**config.mk**
```make
export PLATFORM = sky130hd
export DESIGN_NAME = periodic_serial_tx
export DESIGN_NICKNAME = d
export VERILOG_FILES = /design/src/rtl/periodic_serial_tx.sv
export SDC_FILE = /design/constraint.sdc
export NUM_CORES = 1
export LEC_CHECK = 0
export BUFFER_PORTS_ARGS = -buffer_cell sky130_fd_sc_hd__buf_2
export CORE_UTILIZATION = 45
export DETAILED_ROUTE_END_ITERATION = 8
export GPL_ROUTABILITY_DRIVEN = 0
export PLACE_DENSITY = 0.62
export SYNTH_ARGS = -nofsm -noshare
export SYNTH_HDL_FRONTEND = slang
export SYNTH_SLANG_ARGS = --single-unit
```
**constraint.sdc**
```tcl
create_clock -name CLK -period 1.9 [get_ports CLK]
set_clock_uncertainty 0.1 [all_clocks]
set_input_delay 0.38 -clock CLK [delete_from_list [all_inputs] [get_ports CLK]]
set_output_delay 0.38 -clock CLK [all_outputs]
set_load 0.01 [all_outputs]
```
**src/rtl/periodic_serial_tx.sv**
```systemverilog
// Purpose : frames and serialises an MSG_W-bit message on a one-wire channel,
//           then holds a programmable stand-by gap of SB+1 cycles.
//           Runs continuously while enabled, or one frame per start pulse.
// Latency : first bit appears one cycle after the triggering edge; in continuous
//           mode the period is FRAME_W + SB + 1 cycles, with no idle cycle between frames.
// Flow    : no backpressure. EN only gates new frame starts. A frame and its gap
//           always run to completion once started; only RST can abort them.
//
// Optional feature macro: PARITY_EN. When it is defined, an even-parity bit
// (XOR of the latched message bits) is appended after the data bits.
//
// Ports:
//   CLK        in   system clock, rising edge
//   RST        in   synchronous active-high reset
//   EN         in   enable for new frame starts
//   oneshot    in   0 = continuous, 1 = one frame per start pulse
//   start      in   one-shot trigger, sampled only in IDLE
//   msg        in   message, latched at frame start
//   SB         in   stand-by count, latched at frame start; gap = SB+1 cycles
//   state_send out  high while frame bits are on state_out
//   state_out  out  serial data, 0 whenever state_send is low
//   busy       out  high in SEND or GAP
//   frame_done out  one-cycle pulse on the first GAP cycle
module periodic_serial_tx #(
  parameter int MSG_W     = 4,
  parameter int SB_W      = 4,
  parameter bit MSB_FIRST = 1'b1
) (
  input  logic             CLK,
  input  logic             RST,
  input  logic             EN,
  input  logic             oneshot,
  input  logic             start,
  input  logic [MSG_W-1:0] msg,
  input  logic [SB_W-1:0]  SB,
  output logic             state_send,
  output logic             state_out,
  output logic             busy,
  output logic             frame_done
);

`ifdef PARITY_EN
  localparam int FRAME_W = MSG_W + 1;
`else
  localparam int FRAME_W = MSG_W;
`endif
  localparam int CNT_W = (FRAME_W > 1) ? $clog2(FRAME_W) : 1;
  localparam logic [CNT_W-1:0] LAST_BIT = CNT_W'(FRAME_W - 1);

  typedef enum logic [1:0] {
    IDLE = 2'd0,
    SEND = 2'd1,
    GAP  = 2'd2
  } state_e;

  state_e             state_q;
  logic [FRAME_W-1:0] shreg_q;      // remaining frame bits, next bit at the MSB
  logic [SB_W-1:0]    sb_q;
  logic [SB_W-1:0]    gap_cnt_q;
  logic [CNT_W-1:0]   bit_cnt_q;    // index of the bit currently on state_out
  logic               state_send_q;
  logic               state_out_q;
  logic               busy_q;
  logic               frame_done_q;

  logic [MSG_W-1:0]   msg_ord_d;
  logic [FRAME_W-1:0] frame_d;
  logic               load_d;

  // Reorder the live message so the first bit to transmit sits at the MSB;
  // the shift register then always shifts left regardless of bit order.
  always_comb begin
    msg_ord_d = msg;
    if (!MSB_FIRST) begin
      for (int i = 0; i < MSG_W; i++) begin
        msg_ord_d[i] = msg[MSG_W-1-i];
      end
    end
`ifdef PARITY_EN
    frame_d = {msg_ord_d, ^msg};
`else
    frame_d = msg_ord_d;
`endif
  end

  // A new frame starts either from IDLE on a trigger, or straight out of the
  // last gap cycle when continuous mode is still requested.
  always_comb begin
    load_d = 1'b0;
    if (state_q == IDLE) begin
      load_d = EN && (!oneshot || start);
    end else if (state_q == GAP && gap_cnt_q == sb_q) begin
      load_d = EN && !oneshot;
    end
  end

  always_ff @(posedge CLK) begin
    if (RST) begin
      state_q      <= IDLE;
      shreg_q      <= '0;
      sb_q         <= '0;
      gap_cnt_q    <= '0;
      bit_cnt_q    <= '0;
      state_send_q <= 1'b0;
      state_out_q  <= 1'b0;
      busy_q       <= 1'b0;
      frame_done_q <= 1'b0;
    end else begin
      frame_done_q <= 1'b0;
      if (load_d) begin
        state_q      <= SEND;
        sb_q         <= SB;
        bit_cnt_q    <= '0;
        state_out_q  <= frame_d[FRAME_W-1];
        shreg_q      <= frame_d << 1;
        state_send_q <= 1'b1;
        busy_q       <= 1'b1;
      end else begin
        case (state_q)
          SEND: begin
            if (bit_cnt_q == LAST_BIT) begin
              state_q      <= GAP;
              gap_cnt_q    <= '0;
              state_send_q <= 1'b0;
              state_out_q  <= 1'b0;
              frame_done_q <= 1'b1;
            end else begin
              bit_cnt_q   <= bit_cnt_q + CNT_W'(1);
              state_out_q <= shreg_q[FRAME_W-1];
              shreg_q     <= shreg_q << 1;
            end
          end
          GAP: begin
            // Counter stops at sb_q, so SB at its maximum never wraps.
            if (gap_cnt_q == sb_q) begin
              state_q <= IDLE;
              busy_q  <= 1'b0;
            end else begin
              gap_cnt_q <= gap_cnt_q + SB_W'(1);
            end
          end
          IDLE: begin
            state_q <= IDLE;
          end
          default: begin
            state_q      <= IDLE;
            state_send_q <= 1'b0;
            state_out_q  <= 1'b0;
            busy_q       <= 1'b0;
          end
        endcase
      end
    end
  end

  assign state_send = state_send_q;
  assign state_out  = state_out_q;
  assign busy       = busy_q;
  assign frame_done = frame_done_q;

endmodule
```
### Yosys cells after proc, flatten, opt, wreduce, memory -nomap -nowiden

Cells that the tools add are included.

| storage, ports and cells | value |
|---|---|
| input port bits | 13 |
| register bits after elaboration | 19 |
| logic and storage cells | 68 |
| output and inout bits | 4 |

| operators by class | value |
|---|---|
| multiplexer cells | 22 |
| bitwise operators | 3 |
| $add $sub $neg | 2 |
| reductions and logical operators | 19 |
| equality and inequality tests | 12 |

Operators by type and width:

| kind | count |
|---|---|
| $mux W4 | 5 |
| $reduce_and A2 Y1 | 6 |
| $mux W1 | 10 |
| $pmux W4 S2 | 1 |
| $ne A2 B1 Y1 const B | 3 |
| $ne A2 B2 Y1 const B | 3 |
| $pmux W1 S2 | 3 |
| $reduce_or A2 Y1 | 3 |
| $add A4 B1 Y4 const B | 1 |
| $eq A2 B2 Y1 const B | 2 |
| $eq A4 B4 Y1 | 1 |
| $mux W2 | 2 |
| $pmux W2 S2 | 1 |
| $reduce_and A4 Y1 | 1 |
| $reduce_bool A2 Y1 | 2 |
| $logic_and A1 B1 Y1 | 3 |
| $ne A3 B2 Y1 const B | 1 |
| $ne A3 B3 Y1 const B | 1 |
| $not A1 Y1 | 3 |
| $reduce_or A3 Y1 | 1 |
| $add A2 B1 Y2 const B | 1 |
| $eq A2 B1 Y1 const B | 1 |
| $logic_not A2 Y1 | 1 |
| $logic_not A1 Y1 | 1 |
| $logic_or A1 B1 Y1 | 1 |

### Longest topological paths before layout

| depth | value |
|---|---|
| depth after elaboration | 6 |
| gate-level depth with buffers | 5 |
| gate-level depth less buffers | 5 |

### Worst setup path after synthesis

No wires, ideal clock.

| path | value |
|---|---|
| path kind | reg2reg |
| start point | register gap_cnt_q[1] |
| end point | register shreg_q[1] |
| clock period less this slack | 1.567 ns |
| data required time | 1.728 ns |
| stages on the path, launching flop included | 6 |
| path buffers | 1 |
| setup slack | 0.333 ns |
| setup time | 0.072 ns |
| data arrival time | 1.395 ns |
| cell sequence | dfxtp_1 xor2_1 nor4_2 a21o_2 buf_6 mux2i_1 |

| on the way | value |
|---|---|
| longest elaborated chain between the ends | 6 |
| elaborated cells on any way between the ends | 8 |
| those cells by class | eq/ne: 2; mux: 3; reduce/logical: 3 |

Ends and longest elaborated chain:

| what | RTL line | RTL |
|---|---|---|
| start: declaration | 59 | `logic [SB_W-1:0] gap_cnt_q;` |
| start signal: assignment | 139 | `gap_cnt_q <= gap_cnt_q + SB_W'(1);` |
| $eq A4 B4 Y1 (*) | 92 | `end else if (state_q == GAP && gap_cnt_q == sb_q) begin` |
| $logic_and A1 B1 Y1 (*) | 92 |  |
| $mux W1 (*) | 92 |  |
| $mux W1 (*) | 90 | `if (state_q == IDLE) begin` |
| $ne A2 B2 Y1 (no source line) or $reduce_bool A2 Y1 (tied branches) | - |  |
| $reduce_and A2 Y1 (no source line) | - |  |
| end signal: assignment | 115 | `shreg_q <= frame_d << 1;` |
| end signal: assignment | 130 | `shreg_q <= shreg_q << 1;` |
| end: declaration | 57 | `logic [FRAME_W-1:0] shreg_q;` |

Mark *: on every way between the ends. The rest lies on a longest branch, timed or not.
A chain may end at the register's enable or synchronous reset.

### Final worst setup path

| path | value |
|---|---|
| start point | register gap_cnt_q[1] |
| end point | register sb_q[2] |

| on the way | value |
|---|---|
| longest elaborated chain between the ends | 4 |

Ends and longest elaborated chain:

| what | RTL line | RTL |
|---|---|---|
| $eq A4 B4 Y1 | 92 |  |
| $logic_and A1 B1 Y1 | 92 |  |
| $mux W1 | 92 |  |
| $mux W1 | 90 |  |
| end signal: assignment | 101 | `sb_q <= '0;` |
| end signal: assignment | 112 | `sb_q <= SB;` |
| end: declaration | 58 | `logic [SB_W-1:0] sb_q;` |

Every way passes these cells.

==> key figures <==
STA
  – Period utilization: 0.915
  – Slew HR: 0.656
  – Period minus WS final: 1.74 ns
  – Unrepaired setup endpoints after global routing: false
  – Worst-margin pin slew: 0.511 ns
  – Setup TNS Final: 0 ns
  – Final hold viol count: 0
  – Final setup fails: 0
  – Slew Limit Fails: 0
  – Max Fclk: 575 MHz
  – Hold slack: 0.242 ns

Yosys
  – Synth Instances: 98
  – Syn Area/Cell: 10.2 µm²
  – Share of the synthesized area in the top cell type: 0.380
  – Synth cell types: 41
  – Main synth FF type: dfxtp_1
  – Top cell type by total area after synthesis: dfxtp_1
  – Number of synthesized flops with an enable pin: 0
  – Yosys reg bits: 19
  – Area contributors post-synth: dfxtp_1 (38%), nand2b_1 (6.9%), mux2i_1 (6.0%)
  – Post-Syn Area: 1000 µm²
  – Synthesized net count: 113
  – Seq/Total Area, Yosys: 0.380
  – Post-synth ARST share: 0
  – Ys Warns: 0

Worst hold path
  – HP Class: input pin to flop

Cells and area
  – Fillers: 181
  – Sequential cell area: 380 µm²
  – Ratio of cells with drive above 1 in the final layout: 0.293
  – Multi-input logic area: 579 µm²
  – ANT cells: 0
  – Post-route cell area: 1110 µm²
  – Final nets: 132
  – Final instance count without filler cells: 143
  – Synthesis-to-finish area growth: 11.2%

Pwr
  – Sequential share of power: 0.567
  – Peak VDD IR: 0.621 mV
  – Tot Pwr: 771 µW
  – Pleak: 0.000468 µW
  – Sw Pwr: 204 µW
  – Pint: 567 µW
  – Switching share of power: 0.264
  – Pwr per Cell Area: 692 nW/µm²
  – Combinational fraction of design power: 0.176
  – Clk pwr share: 0.257

Global routing
  – Largest net degree at the start of global routing: 24
  – Initial antenna violation count: 0
  – Global route hottest layer: met2
  – First-pass GRT wire length: 3.40 mm
  – Met1 usage: 0.246
  – Vias in the first global route: 770
  – Routing usage on met3: 0.0592
  – GRT Total Usage: 0.182
  – Grt ovf: 0
  – GRT met2 Usage: 0.288

Setup path
  – CP Cell Sequence: xor2_1 > nor4_2 > a21oi_2 > mux2i_1
  – Slowest stage delay, CP: 0.42 ns
  – Worst setup EP type: flop
  – CP max FO: 7
  – Worst path top cell family by delay: compound AO/OA/AOI/OAI gates
  – CP arrival: 1.86 ns
  – Kind of critical path: flop to flop
  – CP max-delay cell: a21oi_2
  – Buffer and inverter count on the worst path: 0
  – Startpoint type of the worst setup path: flop
  – Crit path required time: 2.02 ns

CTS
  – TritonCTS Buffers: 3
  – Sink Count: 19
  – TritonCTS clock tree: done
  – Clock latency on the worst-skew pair: 0.29 ns
  – Clock Pin Slew Worst Setup and Hold Paths: 0.11 ns
  – H-tree Lvls: 1
  – Cts repair resizes: 0
  – Max Buffers Root-to-Sink: 2
  – CTS Hold Bufs: 0
  – CTS Root Cell: clkbuf_4
  – Setup Fix Bufs, Post-CTS: 0

Placement
  – IO Port Bufs: 16
  – Placed wire-length estimate: 1.45 mm
  – Placed Area: 1090 µm²
  – Placed cell count: 139

Run
  – Max-cap violations: 0

Floorplanning
  – Total die area: 2420 µm²
  – Cell Rows: 16
  – Die Y: 49.2 µm
  – Die Wd: 49.2 µm
  – Io pins: 17
  – Core ar.: 2020 µm²
  – Initial core utilization: 0.496

Route
  – Detailed Route WL: 1.94 mm
  – DR iter-0 viols: 12
  – Drc violations: 0
  – TritonRoute pass-1 iters: 4
  – Via density: 5.53
  – Antenna-violating nets left: 0
  – Via count: 791
  – Routed len/inst: 13.5 µm

Outcome
  – Status: finished clean
[metal layers]
metal  routed length (µm)  part of all wire  vias to the layer above
met5                    0                 0                        -
met4                    0                 0                        0
met3                   52             0.027                        0
met2                  915              0.47                       12
met1                  969              0.50                      380
li1                     -                 -                      399
[cells in the mapped netlist, types with 2 or more instances]
cell type  count
inv_1          2
nand3b_1       5
a21oi_1        6
a211oi_1       2
dfxtp_1       19
ha_1           2
and4bb_2       2
nand2_1        3
or3_1          2
xor2_1         3
a31oi_1        3
xnor2_1        2
o21ai_0        2
nor3_1         3
nand2b_1      11
mux2i_1        6
[kinds of logic after synthesis]
kind of cell / Yosys count / synth area share
AOI/OAI and AO/OA: 24 / 0.182
xor gates and xnor gates: 6 / 0.0599
adders and majority gates: 2 / 0.0250
buffers and inverters: 5 / 0.0424
DFF: 19 / 0.380
muxes: 6 / 0.0599
and+or+nand+nor: 36 / 0.251
[worst paths after layout]
check	startpoint	to	slack, ns	depth (start not counted)
worst max-delay path	gap_cnt_q[1]	sb_q[2]	0.16	4
worst min register to register	sb_q[1]	sb_q[1]	0.40	2
worst min-delay path	SB[1]	sb_q[1]	0.24	3
worst max register to register	gap_cnt_q[1]	sb_q[2]	0.16	4
[worst min-delay path: stages]
cell	delay [ns]
buf_2	0.10
nand2b_1	0.05
mux2i_1	0.05
[registers in the layout, indices dropped and copies added (netlist names)]
signal      flops
bit_cnt_q       2
busy            1
frame_done      1
gap_cnt_q       4
sb_q            4
shreg_q         3
state_out       1
state_q         2
state_send      1
[area by class of cell]
type / instances / area share
Clock buffer: 4 / 0.0236
Inverter: 2 / 0.00673
Multi-Input combinational cell: 74 / 0.520
Timing Repair Buffer: 17 / 0.0786
Tap cell: 27 / 0.0303
Sequential cell: 19 / 0.341
[through the flow]
step                utilization  worst slack (ns)
finish                    0.551             0.162
detailed placement        0.538             0.158
floorplan                     -             0.333
global route              0.551            0.0397
global placement          0.538             0.164
CTS                       0.551             0.131
[power groups by stage]
stage | combinational [µW] | sequential [µW] | clock [µW]
global route | 149 | 441 | 228
floorplan | 101 | 444 | 0
finish | 136 | 437 | 198
CTS | 137 | 437 | 208
global placement | 132 | 445 | 0
detailed placement | 136 | 446 | 0
[layout by cell type, fill, tap and decap left out, types with 2 or more instances in the layout]
cell / synthesis / routed
a211oi_1: 2 / 2
a21oi_1: 6 / 6
a31oi_1: 3 / 3
and4bb_2: 2 / 2
buf_2: 0 / 16
clkbuf_4: 0 / 3
dfxtp_1: 19 / 19
ha_1: 2 / 2
inv_1: 2 / 2
mux2i_1: 6 / 6
nand2_1: 3 / 3
nand2b_1: 11 / 11
nand3b_1: 5 / 5
nor3_1: 3 / 3
o21ai_0: 2 / 2
or3_1: 2 / 2
xnor2_1: 2 / 2
xor2_1: 3 / 3
Note: power is estimated with default switching activity, not from simulation.
